--- config.mk ---
export PLATFORM = sky130hd
export DESIGN_NAME = traffic_light_monitor
export DESIGN_NICKNAME = d
export VERILOG_FILES = /design/src/rtl/traffic_light_monitor.sv
export SDC_FILE = /design/constraint.sdc
export NUM_CORES = 1
export LEC_CHECK = 0
export CAP_MARGIN = 0
export CORE_ASPECT_RATIO = 0.8
export CORE_MARGIN = 3
export CORE_UTILIZATION = 50
export CTS_CLUSTER_DIAMETER = 30
export DETAILED_ROUTE_END_ITERATION = 12
export GPL_TIMING_DRIVEN = 0
export PLACE_DENSITY = 0.69
export SLEW_MARGIN = 20
export SYNTH_ARGS = -nofsm -noshare
export SYNTH_HDL_FRONTEND = slang
export SYNTH_SLANG_ARGS = --single-unit
--- constraint.sdc ---
create_clock -name clk -period 2.44 [get_ports clk]
set_input_delay 0.488 -clock clk [delete_from_list [all_inputs] [get_ports clk]]
set_output_delay 0.488 -clock clk [all_outputs]
set_load 0.03 [all_outputs]
--- src/rtl/traffic_light_monitor.sv ---
// traffic_light_monitor
// Registered stage between the traffic controller and the lamp drivers.
// It decodes the encoded main/side/walk signals into one-hot lamp drives.
// It checks every sample against the signalling rules. On the first
// violation it latches a fault code and forces both roads to flashing red
// until reset.
module traffic_light_monitor #(
  parameter int MIN_YELLOW = 2,   // minimum consecutive yellow cycles before red
  parameter int MAX_HOLD   = 32,  // unchanged cycles before a stuck fault, 2..255
  parameter int FLASH_HALF = 4    // cycles per on/off half-period, 1..255
) (
  input  logic       clk,
  input  logic       rst,
  input  logic [1:0] main_light,
  input  logic [1:0] side_light,
  input  logic       walk_light,
  output logic [2:0] main_lamp,
  output logic [2:0] side_lamp,
  output logic       walk_lamp,
  output logic       dont_walk_lamp,
  output logic       fault,
  output logic [2:0] fault_code
);

  typedef enum logic [1:0] {
    RED     = 2'b00,
    YELLOW  = 2'b01,
    GREEN   = 2'b10,
    ILLEGAL = 2'b11
  } light_t;

  // Lower value = higher priority when several rules break at once.
  typedef enum logic [2:0] {
    F_NONE         = 3'd0,
    F_ILLEGAL      = 3'd1,
    F_CONFLICT     = 3'd2,
    F_TRANSITION   = 3'd3,
    F_SHORT_YELLOW = 3'd4,
    F_WALK         = 3'd5,
    F_STUCK        = 3'd6
  } fault_t;

  localparam logic [7:0] MIN_YELLOW_C = 8'(MIN_YELLOW);
  localparam logic [7:0] MAX_HOLD_C   = 8'(MAX_HOLD);
  localparam logic [7:0] FLASH_TERM   = 8'(FLASH_HALF - 1);
  localparam logic [7:0] SAT_MAX      = 8'hff;

  light_t     cur_main;
  light_t     cur_side;
  light_t     prev_main;
  light_t     prev_side;
  logic [7:0] yellow_cnt_main;
  logic [7:0] yellow_cnt_side;
  logic [7:0] hold_cnt;
  logic [7:0] flash_cnt;
  logic       flash_phase;

  logic [7:0] hold_next;
  logic [7:0] yellow_next_main;
  logic [7:0] yellow_next_side;
  fault_t     violation;

  assign cur_main = light_t'(main_light);
  assign cur_side = light_t'(side_light);

  // A road may only hold its colour or advance GREEN->YELLOW->RED->GREEN.
  function automatic logic bad_step(input light_t prev, input light_t cur);
    return (prev == GREEN  && cur == RED)    ||
           (prev == YELLOW && cur == GREEN)  ||
           (prev == RED    && cur == YELLOW);
  endfunction

  // Yellow ended early: this sample is red, the last was yellow, too few yellows.
  function automatic logic short_yellow(input light_t prev, input light_t cur,
                                        input logic [7:0] cnt);
    return (prev == YELLOW) && (cur == RED) && (cnt < MIN_YELLOW_C);
  endfunction

  function automatic logic [2:0] decode(input light_t code);
    case (code)
      GREEN:   return 3'b001;
      YELLOW:  return 3'b010;
      RED:     return 3'b100;
      default: return 3'b000;
    endcase
  endfunction

  function automatic logic [7:0] sat_inc(input logic [7:0] v);
    return (v == SAT_MAX) ? SAT_MAX : v + 8'd1;
  endfunction

  // Evaluate all rules on the current sample against the previous one.
  always_comb begin
    // NOTE: every output of this block gets a default first so no path leaves
    // a value unassigned, which would otherwise infer a latch.
    violation        = F_NONE;
    hold_next        = ({cur_main, cur_side} != {prev_main, prev_side}) ? 8'd0
                                                                        : sat_inc(hold_cnt);
    yellow_next_main = (cur_main == YELLOW) ? sat_inc(yellow_cnt_main) : 8'd0;
    yellow_next_side = (cur_side == YELLOW) ? sat_inc(yellow_cnt_side) : 8'd0;

    if (cur_main == ILLEGAL || cur_side == ILLEGAL)
      violation = F_ILLEGAL;
    else if (cur_main != RED && cur_side != RED)
      violation = F_CONFLICT;
    else if (bad_step(prev_main, cur_main) || bad_step(prev_side, cur_side))
      violation = F_TRANSITION;
    else if (short_yellow(prev_main, cur_main, yellow_cnt_main) ||
             short_yellow(prev_side, cur_side, yellow_cnt_side))
      violation = F_SHORT_YELLOW;
    else if (walk_light && (cur_main != RED || cur_side != RED))
      violation = F_WALK;
    else if (hold_next == MAX_HOLD_C)
      violation = F_STUCK;
  end

  // Normal decode and history tracking, fault latching, and fail-safe flashing.
  always_ff @(posedge clk) begin
    // NOTE: sequential state uses non-blocking assignments so every register
    // samples the pre-edge values, independent of statement order.
    if (rst) begin
      main_lamp       <= 3'b001;
      side_lamp       <= 3'b100;
      walk_lamp       <= 1'b0;
      dont_walk_lamp  <= 1'b1;
      fault           <= 1'b0;
      fault_code      <= F_NONE;
      prev_main       <= GREEN;
      prev_side       <= RED;
      yellow_cnt_main <= 8'd0;
      yellow_cnt_side <= 8'd0;
      hold_cnt        <= 8'd0;
      flash_cnt       <= 8'd0;
      flash_phase     <= 1'b1;
    end else if (!fault) begin
      if (violation != F_NONE) begin
        fault          <= 1'b1;
        fault_code     <= violation;
        flash_cnt      <= 8'd0;
        flash_phase    <= 1'b1;
        main_lamp      <= 3'b100;
        side_lamp      <= 3'b100;
        walk_lamp      <= 1'b0;
        dont_walk_lamp <= 1'b1;
      end else begin
        main_lamp       <= decode(cur_main);
        side_lamp       <= decode(cur_side);
        walk_lamp       <= walk_light;
        dont_walk_lamp  <= ~walk_light;
        prev_main       <= cur_main;
        prev_side       <= cur_side;
        yellow_cnt_main <= yellow_next_main;
        yellow_cnt_side <= yellow_next_side;
        hold_cnt        <= hold_next;
      end
    end else begin
      // Fail-safe: inputs ignored, both roads blink red, pedestrians held.
      walk_lamp      <= 1'b0;
      dont_walk_lamp <= 1'b1;
      if (flash_cnt == FLASH_TERM) begin
        flash_cnt   <= 8'd0;
        flash_phase <= ~flash_phase;
        main_lamp   <= {~flash_phase, 2'b00};
        side_lamp   <= {~flash_phase, 2'b00};
      end else begin
        flash_cnt <= flash_cnt + 8'd1;
        main_lamp <= {flash_phase, 2'b00};
        side_lamp <= {flash_phase, 2'b00};
      end
    end
  end

endmodule

======== Yosys cells after proc, flatten, opt, wreduce, memory -nomap -nowiden ========
Cells that the tools add are included.
operators by class
  add/subtract/negate cells ............... 4
  multiply operators ...................... 0
  divide/modulo/power cells ............... 0
  order comparisons ....................... 2
  equal/unequal tests ..................... 17
  shifts and indexed selects .............. 0
  muxes and demuxes ....................... 27
  bitwise operators ....................... 4
  reduce and logical (&&, ||, !) cells .... 32
operators with widths
  operator                                                                       count
  8-bit 2-to-1 mux                                                               9
  3-bit 2-to-1 mux                                                               11
  8-bit by 1-bit adder with 8-bit output (second input constant)                 4
  8-bit equality test (second input constant)                                    3
  3-bit case mux with 3 select lines                                             2
  8-bit by 2-bit less-than comparator with 1-bit output (second input constant)  2
  2-bit equality test (second input constant)                                    6
  1-bit logical AND                                                              12
  2-bit by 1-bit equality test with 1-bit output (second input constant)         4
  8-bit by 2-bit equality test with 1-bit output (second input constant)         1
  8-bit by 6-bit equality test with 1-bit output (second input constant)         1
  2-bit zero test                                                                4
  1-bit logical OR                                                               8
  2-bit AND reduction                                                            3
  2-bit nonzero test                                                             3
  1-bit 2-to-1 mux                                                               5
  4-bit inequality test                                                          1
  1-bit NOT                                                                      4
  3-bit nonzero test                                                             1
  3-bit OR reduction                                                             1
  2-bit by 1-bit inequality test with 1-bit output (second input constant)       1
word-level totals
  flip-flop bits (word level) ............. 49
  latch bits .............................. 0
  RAM bits ................................ 0
  ROM bits ................................ 0
  input bits .............................. 7
  logic and storage cells ................. 99
  memories ................................ 0

======== Logic depth before layout (Yosys ltp) ========
Gate-level depths: netlist (run 1).
  depth in word-level cells ............... 13
  mapped depth ............................ 9
  depth with buffers taken out ............ 7

======== Worst setup path before layout (run 1) ========
No wires, ideal clock.
  path kind ............................... input -> register
  start ................................... input port main_light[1]
  end ..................................... register prev_main[1]
  setup time .............................. 0.124 ns
  arrival time ............................ 2.048 ns
  slack ................................... 0.267 ns
  stages .................................. 9
  buffers on the path ..................... 3
  cell sequence ........................... buf_6 -> xor2_2 -> nor4_4 -> o2111a_1 -> a21oi_2 -> buf_4 -> buf_6 -> a31oi_1 -> o21ai_1
between the ends
  word-level cells in the longest chain between the ends .. 12
  elaborated cells between the ends (all ways) .. 30
  those cells by class .................... eq/ne (5); mux (7); bitwise (1); reduce/logical (17)
RTL lines
  element                                         RTL line  source
  start, declared                                 14        input logic [1:0] main_light,
  4-bit inequality test                           97        hold_next = ({cur_main, cur_side} != {prev_main, prev_side}) ? 8'd0
  8-bit 2-to-1 mux                                97
  8-bit by 6-bit equality test with 1-bit output  113       else if (hold_next == MAX_HOLD_C)
  3-bit 2-to-1 mux                                113
  3-bit 2-to-1 mux                                111       else if (walk_light && (cur_main != RED || cur_side != RED))
  3-bit 2-to-1 mux                                108       else if (short_yellow(prev_main, cur_main, yellow_cnt_main) ||
  3-bit 2-to-1 mux                                106       else if (bad_step(prev_main, cur_main) || bad_step(prev_side, cur_side))
  3-bit 2-to-1 mux                                104       else if (cur_main != RED && cur_side != RED)
  3-bit 2-to-1 mux                                102       if (cur_main == ILLEGAL || cur_side == ILLEGAL)
  3-bit nonzero test                              136       if (violation != F_NONE) begin
  1-bit NOT (no line)                             n/a
  2-bit AND reduction (no line)                   n/a
  end signal, assigned                            150       prev_main <= cur_main;
  end, declared                                   50        light_t prev_main;
Several ways; a longest one is shown, not always the timed one.
A chain may end at the register's enable or synchronous reset.

======== Worst setup path in the final report (run 1) ========
  start ................................... input port side_light[1]
  end ..................................... register fault_code[0]
between the ends
  word-level cells in the longest chain between the ends .. 11
  elaborated cells between the ends (all ways) .. 29
  those cells by class .................... eq/ne (5); mux (7); reduce/logical (17)
RTL lines
  element                                         RTL line  source
  start, declared                                 15        input logic [1:0] side_light,
  4-bit inequality test                           97
  8-bit 2-to-1 mux                                97
  8-bit by 6-bit equality test with 1-bit output  113
  3-bit 2-to-1 mux                                113
  3-bit 2-to-1 mux                                111
  3-bit 2-to-1 mux                                108
  3-bit 2-to-1 mux                                106
  3-bit 2-to-1 mux                                104
  3-bit 2-to-1 mux *                              102
  3-bit nonzero test                              136
  2-bit AND reduction (no line)                   n/a
  end signal, assigned                            138       fault_code <= violation;
  end, declared                                   22        output logic [2:0] fault_code
Mark *: on every way between the ends. The rest lies on a longest branch, timed or not.

==> impl_metrics.csv, run 1 <==
group,metric,value,unit
detailed_routing,wl_per_cell,16.7,um
grt,grt_overflow,0,
yosys,synth.avg_cell_area,8.42,um^2
finish,syn_to_final_growth,18.9,%
place,routabilityCongestion,0.910,
yosys,synth_area_leaders,"dfxtp_1 (35%), a31oi_1 (4.7%), a211oi_2 (4.0%), nand2_1 (3.9%), nor2_1 (3.3%)",
place,placed_cells_incl_taps,424,
timing,tns,0,ns
cts,clk_path_buf_depth,2,
floorplan,dieWidth,89.9,um
floorplan,die_h,73.1,um
timing,post-route-min-period,2.38,ns
timing,slew_violations,0,
worst_setup_path,crit_path_start,"side_light[1]",
worst_setup_path,cpPeakStageDelay,0.45,ns
timing,whs,0.472,ns
timing,hold_viol_final,0,
cts,clk_pin_slew,0.10,ns
grt,antenna_found_initial,0,
run_status,status,"finished clean",
worst_setup_path,cp_max_fo,10,
finish,antennaDiodeCount,0,
pwr,irDropWorstVdd,0.305,mV
floorplan,initial_core_util,54.0,%
floorplan,core,5210,um^2
detailed_routing,drc_errors,0,
cts,cts_made_buffers,5,
worst_setup_path,cp-end-kind,"flip-flop",
timing,setup_viol,0,
place,numPortBuffers,15,
detailed_routing,drt-total-wl,7340,um
run,maxCapViolCount,0,
cts,cts_tree,"built",
worst_setup_path,reg2regPathDepth,9,
yosys,ys_ff_latch,49,
finish,stdcell_area,3350,um^2
pwr,p_total,1.72,mW
timing,fmax,0.420,GHz
grt,grt_max_degree,16,
worst_setup_path,r2r_setup_slack,0.21,ns
yosys,synth_area,2810,um^2
worst_setup_path,crit_type,"input pin to flip-flop",
worst_setup_path,arrival,2.55,ns
finish,drive_gt1_share,18.3,%
grt,grt_pass1_wl,12200,um
yosys,synthCells,334,
yosys,ys.warnings.count,0,
yosys,synth_top_cell_by_area,"dfxtp_1",
worst_hold_path,min_path_type,"input pin to flip-flop",
worst_setup_path,cp_cell_sequence,"clkdlybuf4s50_1 -> buf_6 -> or4_4 -> o31ai_1 -> nor2b_1 -> a2111oi_1 -> a2111oi_0",
worst_setup_path,start_kind,"input pin",
worst_setup_path,regToRegStartpoint,"hold_cnt[0]",
worst_setup_path,cp_data_required_time,2.61,ns
cts,cts-root-buf,"clkbuf_8",
pwr,leakagePower,1.19,nW
cts,cts.hold.buffers_added,0,
detailed_routing,vias,2681,
finish,nets,376,
yosys,ys_types,59,
cts,clkSinkCount,49,
detailed_routing,antenna_left,0,
worst_setup_path,crit_slowest_cell,"clkdlybuf4s50_1",
cts,ctsHtreeMaxLevel,2,
floorplan,ioPinCount,19,
timing,fin_crit_sh,97.6,%
place,post_dp_cell_area,3060,um^2
yosys,ys.flop_type,"dfxtp_1",
timing,skew,0.00748,ns
worst_setup_path,worstReg2RegEnd,"hold_cnt[2]",
detailed_routing,vias_per_cell,6.08,
detailed_routing,drt-initial-drc-count,256,
yosys,syn_nets,345,
timing,worstMarginPinSlew,0.697,ns
floorplan,die_area,6570,um^2
grt,grt_pass1_vias,2392,
cts,worstSkewPairLatency,0.31,ns
timing,slew_headroom,53.5,%
floorplan,rows,23,
detailed_routing,dr.pass1.iters,4,
grt,grtUsageTotal,22.8,%
yosys,synth_edf_count,0,
finish,finalNonFillerCells,441,
finish,layout_commonest_cell,"dfxtp_1",
place,hpwl,5040,um
yosys,async_flop_share,0,%
worst_setup_path,critPathCapture,"fault_code[0]",
finish,final_cell_mix,"dfxtp_1 (47), nand2_1 (28), nor2_1 (23)",
yosys,yosysTopAreaCellShare,34.9,%
finish,fill_cells,451,
yosys,synth_seq_area_share,34.9,%
pwr,power_density,513,nW/um^2
[report_power, final]
group,internal [mW],switching (mW)
sequential,0.819,0.0174
combinational,0.0973,0.153
clock,0.334,0.295
total,1.25,0.465
[synthesized netlist by cell type, types with 6 or more instances]
cell and n:
nor3_1 7, dfxtp_1 49, nand2b_1 7, a211oi_1 6, inv_1 18, a21oi_1 18
clkbuf_1 6, and3_1 13, nand2_1 29, xor2_1 6, nand3_1 12, o31ai_1 6
a31oi_1 21, nand4_1 7, a211oi_2 9, o21ai_0 15, buf_6 7, nor2_1 25
[how the worst min path moves through the flow]
stage,cells past startpoint,start,to
CTS,1,flash_cnt[7],flash_cnt[7]
global placement,1,flash_cnt[7],flash_cnt[7]
global route,3,main_light[1],main_lamp[0]
floorplan,1,flash_cnt[7],flash_cnt[7]
finish,3,main_light[1],main_lamp[0]
detailed placement,1,flash_cnt[7],flash_cnt[7]
[critical path: cells and delay by family]
family / cells / cell delay, ns
AO/OA/AOI/OAI: 3 / 0.82
buffers and inverters: 2 / 0.62
AND/OR/NAND/NOR: 2 / 0.62
[repair_timing]
action	4_1_cts	5_1_grt
pin swaps	3	3
resized for setup	10	13
buffers inserted	5	4
cloned	0	0
setup endpoints to repair	40	43
[layout make-up]
cell class / instances / area, um^2 / share of cell area, %
Multi-Input combinational cell: 246 / 1700 / 50.7
Timing Repair Buffer: 24 / 218 / 6.51
Sequential cell: 49 / 983 / 29.4
Inverter: 19 / 71.3 / 2.13
Clock inverter: 2 / 37.5 / 1.12
Tap cell: 75 / 93.8 / 2.80
Clock buffer: 6 / 82.6 / 2.47
Buffer: 20 / 163 / 4.86
[state kept, by name, summed over array words and instances, names as in the netlist, 2 cells and up]
signal and flops:
yellow_cnt_main 8, hold_cnt 8, fault_code 3, side_lamp 3, flash_cnt 8, prev_main 2
yellow_cnt_side 8, main_lamp 3, prev_side 2
[routing by layer]
metal | track usage, % | routed length [um]
met1 | 35.8 | 3720
met2 | 32.3 | 3130
met3 | 3.30 | 411
met4 | 6.11 | 77
met5 | 0 | 0
[per-stage QoR]
step | worst slack, ns | util, %
after floorplan | 0.267 | -
after global placement | -0.535 | 58.7
after detailed placement | -0.526 | 58.7
after CTS | 0.000182 | 62.7
after global routing | -0.0345 | 64.2
final | 0.0587 | 64.2
[cells by family (layout without fill, tap and decap cells)]
group                      Yosys count  after routing  share of synthesized area, %
and+or+nand+nor                    121            121                          22.6
AOI/OAI and AO/OA                  111            111                          29.7
DFF                                 49             49                          34.9
buffers and inverters               39             71                          7.65
xor gates and xnor gates             9              9                          3.07
adders and majority gates            4              4                          1.78
muxes                                1              1                         0.356
No activity file was read; power rests on OpenSTA's default activity.
==> run 2: changes to the inputs <==
--- a/config.mk
+++ b/config.mk
@@ -7,11 +7,11 @@
 export LEC_CHECK = 0
 export CAP_MARGIN = 0
 export CORE_ASPECT_RATIO = 0.8
-export CORE_MARGIN = 3
 export CORE_UTILIZATION = 50
 export CTS_CLUSTER_DIAMETER = 30
 export DETAILED_ROUTE_END_ITERATION = 12
 export GPL_TIMING_DRIVEN = 0
+export MAX_ROUTING_LAYER = met4
 export PLACE_DENSITY = 0.69
 export SLEW_MARGIN = 20
 export SYNTH_ARGS = -nofsm -noshare
==> run 2 against run 1 <==
  * Sequential cell count unchanged
  * Hold slack better by 0.017 ns
  * Clock-buffer cell count down 1
  * Die area down 9.7%
  * Wire length down 3.0%
  * Global-route usage up 2.9 points
  * Non-clock buffer count up 2
  * Fmax up 2.3%
  * Sequential share of layout area about the same
  * Combinational power about the same
  * Critical path type is now flip-flop to flip-flop
  * Largest power group unchanged
==> impl_metrics.csv, run 2 (synthesized netlist as in run 1, its figures left out) <==
group,metric,value,unit
run_status,status,"finished clean",
finish,layout_commonest_cell,"dfxtp_1",
place,placed_cells_incl_taps,427,
timing,fmax,0.429,GHz
worst_setup_path,timing.critical_path.max_delay_family,"compound AO/OA/AOI/OAI gates",
pwr,p_total,1.70,mW
cts,cts_tree,"built",
cts,cts_made_buffers,5,
finish,finalNonFillerCells,446,
detailed_routing,wl_per_cell,16.0,um
worst_setup_path,crit_slowest_cell,"dfxtp_2",
cts,worstSkewPairLatency,0.32,ns
timing,hold_viol_final,0,
timing,slew_headroom,54.7,%
finish,syn_to_final_growth,18.9,%
run,maxCapViolCount,0,
grt,antenna_found_initial,0,
timing,fin_crit_sh,95.4,%
timing,post-route-min-period,2.33,ns
detailed_routing,dr.pass1.iters,5,
worst_setup_path,reg2regPathDepth,9,
place,routabilityCongestion,0.861,
place,numPortBuffers,15,
grt,grt_max_degree,17,
worst_setup_path,r2r_setup_slack,0.11,ns
worst_hold_path,hp-start,"main_light[1]",
cts,cts-root-buf,"clkbuf_8",
finish,drive_gt1_share,18.5,%
worst_setup_path,cpPeakStageDelay,0.40,ns
grt,grt_pass1_vias,2396,
timing,rsz0062_at_grt,"true",
pwr,p_sw,478,uW
finish,fill_cells,482,
timing,slew_violations,0,
detailed_routing,drt-total-wl,7120,um
cts,clk_pin_slew,0.10,ns
worst_hold_path,min_path_type,"input pin to flip-flop",
pwr,clkPwrFrac,36.1,%
detailed_routing,drc_errors,0,
detailed_routing,antenna_left,0,
floorplan,die_h,69.1,um
worst_setup_path,crit_path_start,"hold_cnt[0]",
pwr,leakagePower,1.21,nW
worst_setup_path,start_kind,"flip-flop",
finish,nets,378,
worst_setup_path,cp_cell_sequence,"ha_2 -> nand4_1 -> xor2_1 -> a31o_2 -> a21oi_2 -> buf_4 -> buf_6 -> a31oi_1 -> a211oi_1",
cts,clk_path_buf_depth,2,
worst_setup_path,cp_data_required_time,2.68,ns
finish,seq_area,983,um^2
pwr,power_density,509,nW/um^2
grt,grtUsageTotal,25.7,%
floorplan,ioPinCount,19,
detailed_routing,vias,2716,
grt,grt_pass1_wl,12000,um
worst_setup_path,regToRegStartpoint,"hold_cnt[0]",
pwr,seqPwrFrac,49.2,%
worst_setup_path,arrival,2.56,ns
pwr,irDropWorstVdd,0.269,mV
floorplan,core,5440,um^2
worst_setup_path,cp_max_fo,10,
worst_setup_path,worstReg2RegEnd,"hold_cnt[6]",
timing,skew,0.0113,ns
cts,clkSinkCount,49,
detailed_routing,drt-initial-drc-count,187,
pwr,p_int,1.22,mW
finish,final_cell_mix,"dfxtp_1 (47), nand2_1 (28), nor2_1 (24), a31oi_1 (20)",
pwr,pwr-share-comb,14.7,%
detailed_routing,vias_per_cell,6.09,
place,hpwl,4820,um
floorplan,initial_core_util,51.8,%
finish,antennaDiodeCount,0,
finish,multi_input_area,1690,um^2
timing,worstMarginPinSlew,0.680,ns
cts,ctsHtreeMaxLevel,2,
worst_setup_path,crit_type,"flip-flop to flip-flop",
floorplan,rows,24,
pwr,swShare,28.1,%
worst_setup_path,cp_num_buf_inv,2,
floorplan,die_area,5930,um^2
grt,grt_overflow,0,
worst_setup_path,cp-end-kind,"flip-flop",
worst_setup_path,cp_num_cells,9,
timing,setup_viol,0,
floorplan,dieWidth,85.9,um
worst_setup_path,critPathCapture,"hold_cnt[6]",
==> run 2: changes by cell type in the layout (fill, tap and decap cells not counted), sizes merged <==
cell,previous run,this run
buf,21,23
clkbuf,14,13
clkdlybuf4s50,15,14
clkinv,1,2
dlymetal6s2s,0,1
==> run 2: worst min-delay path by stage <==
stage	to	slack, ns	cells after the start
final	main_lamp[0]	0.49	3
after global routing	flash_cnt[0]	0.51	1
after CTS	flash_cnt[0]	0.49	1
after detailed placement	flash_cnt[0]	0.47	1
after global placement	flash_cnt[7]	0.46	1
after floorplan	flash_cnt[7]	0.44	1
==> run 2: repair_timing <==
action	CTS	global route
endpoints found under the setup margin	40	41
buffers inserted	1	9
hold endpoints to repair	0	0
resized for setup	6	15
hold buffers	0	0
gates cloned	0	1
pin swaps	3	2
==> run 2: power groups by stage <==
| stage | Combinational, mW | Clock (mW) | Sequential, mW |
|---|---|---|---|
| 2_1_floorplan | 0.139 | 0 | 0.867 |
| 3_3_place_gp | 0.215 | 0 | 0.853 |
| 3_5_place_dp | 0.217 | 0 | 0.854 |
| 4_1_cts | 0.223 | 0.616 | 0.836 |
| 5_1_grt | 0.274 | 0.648 | 0.840 |
| 6_report | 0.251 | 0.613 | 0.837 |
==> run 2: per-stage QoR <==
step / area, um^2 / utilization (%) / TNS [ns] / hold WS, ns / setup slack, ns
global placement: 3060 / 56.3 / -17.58 / 0.458 / -0.467
finish: 3340 / 61.5 / 0 / 0.489 / 0.111
floorplan: 2810 / - / 0 / 0.439 / 0.267
detailed placement: 3060 / 56.3 / -17.87 / 0.469 / -0.488
CTS: 3210 / 59.0 / -0.000287 / 0.488 / -0.000287
global route: 3340 / 61.5 / -0.0514 / 0.509 / -0.0206
==> run 2: area by class of cell <==
| cell class | count | share of cell area [%] |
|---|---|---|
| multi-input combinational | 246 | 50.4 |
| sequential | 49 | 29.4 |
| timing repair buffer | 26 | 7.03 |
| buffer | 20 | 4.64 |
| tap | 78 | 2.92 |
| inverter | 19 | 2.13 |
| clock buffer | 5 | 2.06 |
| clock inverter | 3 | 1.38 |
==> run 2: worst min-delay path, cell delays in order <==
cell and delay, ns:
buf_6 0.14, a31oi_4 0.09, inv_1 0.05
==> run 2: layer usage <==
layer | share of wire, % | vias to the layer above | GRT usage (%)
li1 | - | 1319 | -
met1 | 51 | 1307 | 38.7
met2 | 44 | 76 | 36.3
met3 | 4.1 | 14 | 3.71
met4 | 1.4 | 0 | 5.56
met5 | 0 | - | -
==> run 3: changes to the inputs <==
==> constraint.sdc (replaced) <==
create_clock -name clk -period 2.2 [get_ports clk]
set_input_delay 0.44 -clock clk [delete_from_list [all_inputs] [get_ports clk]]
set_output_delay 0.44 -clock clk [all_outputs]
set_load 0.03 [all_outputs]
==> run 3 against run 2 <==
  * Wire length is 0.93% higher
  * Sequential power is 11% higher
  * Final cell count is 0.22% lower
  * Setup slack got worse by 0.065 ns
  * Highest routed layer unchanged
  * Sequential cell count did not move
  * Global-route usage increased by 1.2 points
  * Largest cell class unchanged
  * Clock power increased by 9.5%
  * Sequential share of layout area shrank 0.28 points
  * Design area increased by 1.7%
==> impl_metrics.csv, run 3 (synthesized netlist as in run 1, its figures left out) <==
group,metric,value,unit
floorplan,ioPinCount,19,
floorplan,core,5440,um^2
floorplan,dieWidth,85.9,um
timing,tns,0,ns
cts,clkSinkCount,49,
floorplan,rows,24,
detailed_routing,antenna_left,0,
cts,clk_pin_slew,0.09,ns
grt,grt_pass1_wl,12500,um
floorplan,die_h,69.1,um
cts,ctsHtreeMaxLevel,2,
cts,cts_made_buffers,5,
detailed_routing,vias,2717,
place,placed_cells_incl_taps,427,
pwr,irDropWorstVdd,0.298,mV
cts,cts.hold.buffers_added,0,
timing,fin_crit_sh,97.9,%
pwr,p_int,1.36,mW
timing,whs,0.439,ns
detailed_routing,vias_per_cell,6.11,
timing,fmax,0.464,GHz
cts,cts_tree,"built",
timing,setup_viol,0,
pwr,swShare,27.9,%
run,maxCapViolCount,0,
detailed_routing,drt-total-wl,7190,um
finish,final_cell_mix,"dfxtp_1 (45), nand2_1 (29), nor2_1 (23), a21oi_1 (18), inv_1 (18)",
pwr,seqPwrFrac,49.2,%
finish,drive_gt1_share,20.2,%
worst_setup_path,start_kind,"input pin",
worst_hold_path,min_path_type,"input pin to flip-flop",
timing,worst_slack,0.0459,ns
run_status,status,"finished clean",
timing,hold_viol_final,0,
cts,clk_path_buf_depth,2,
grt,grtUsageTotal,27.0,%
timing,slew_violations,0,
place,post_dp_cell_area,3060,um^2
place,hpwl,4820,um
worst_setup_path,arrival,2.37,ns
finish,layout_commonest_cell,"dfxtp_1",
worst_setup_path,cp_data_required_time,2.41,ns
timing,worstMarginPinSlew,0.684,ns
pwr,p_sw,524,uW
detailed_routing,dr.pass1.iters,5,
worst_setup_path,cp-end-kind,"flip-flop",
grt,grt_pass1_vias,2488,
timing,post-route-min-period,2.15,ns
detailed_routing,drt-initial-drc-count,205,
detailed_routing,wl_per_cell,16.2,um
pwr,pwr-share-comb,15.1,%
finish,stdcell_area,3400,um^2
pwr,power_density,553,nW/um^2
pwr,leakagePower,1.20,nW
grt,grt_max_degree,17,
cts,worstSkewPairLatency,0.31,ns
worst_setup_path,cp_max_fo,5,
finish,fin_util,62.6,%
place,routabilityCongestion,0.861,
grt,grt_overflow,0,
floorplan,initial_core_util,51.8,%
grt,antenna_found_initial,0,
detailed_routing,drc_errors,0,
pwr,p_total,1.88,mW
worst_setup_path,crit_type,"input pin to flip-flop",
floorplan,die_area,5930,um^2
finish,finalNonFillerCells,445,
finish,syn_to_final_growth,20.9,%
timing,skew,0.00999,ns
place,place_worst_setup_slack,-0.680,ns
finish,nets,377,
pwr,clkPwrFrac,35.7,%
place,numPortBuffers,15,
cts,cts-root-buf,"clkbuf_8",
timing,slew_headroom,54.4,%
finish,antennaDiodeCount,0,
==> run 3: cell count changes in the layout (fill, tap and decap cells not counted), moves of 2 or more <==
cell / change
clkbuf_4: -2
dfxtp_4: +2
a31oi_1: -4
a31oi_2: +4
buf_4: -2
dfxtp_1: -2
==> run 3: worst max-delay path, stage by stage <==
cell and delay, ns:
dlygate4sd2_1 0.29, buf_6 0.16, or4_4 0.46, o311ai_4 0.27, nor2_2 0.09, clkdlybuf4s15_2 0.27, and3_1 0.18, a31o_2 0.20
==> run 3: path summary, 6_finish.rpt <==
check / startpoint / endpoint / slack [ns] / cells past startpoint
setup / recovery: side_light[1] / yellow_cnt_side[1] / 0.05 / 8
hold reg to reg: flash_cnt[0] / flash_cnt[0] / 0.49 / 1
hold / removal: main_light[1] / main_lamp[0] / 0.44 / 3
setup reg to reg: yellow_cnt_side[2] / yellow_cnt_side[1] / 0.08 / 6
==> run 3: final cells by class <==
| cell class | instances | area, um^2 |
|---|---|---|
| Multi-Input combinational cell | 246 | 1730 |
| Timing Repair Buffer | 25 | 228 |
| Buffer | 20 | 166 |
| Clock buffer | 5 | 68.8 |
| Sequential cell | 49 | 991 |
| Inverter | 19 | 71.3 |
| Tap cell | 78 | 97.6 |
| Clock inverter | 3 | 46.3 |
| Fill cell | 475 | 2030 |
==> run 3: power by group through the flow <==
| stage | combinational [mW] | sequential [mW] | clock [mW] |
|---|---|---|---|
| after detailed placement | 0.240 | 0.948 | 0 |
| after global placement | 0.239 | 0.946 | 0 |
| after CTS | 0.270 | 0.927 | 0.684 |
| final | 0.285 | 0.925 | 0.671 |
| after floorplan | 0.154 | 0.962 | 0 |
| after global routing | 0.311 | 0.929 | 0.717 |
==> run 3: metal layers <==
metal	global-route usage [%]	up-vias	part of all wire, %
li1	-	1317	-
met1	40.2	1311	50
met2	38.8	82	44
met3	3.71	7	5.3
met4	5.56	0	0.82
met5	-	-	0
==> run 3: what timing repair did <==
action | CTS | global route
setup buffers | 7 | 1
pin swaps | 5 | 2
cloned | 2 | 0
resized for setup | 21 | 15
endpoints found under the hold margin | 0 | 0
setup endpoints to repair | 44 | 41
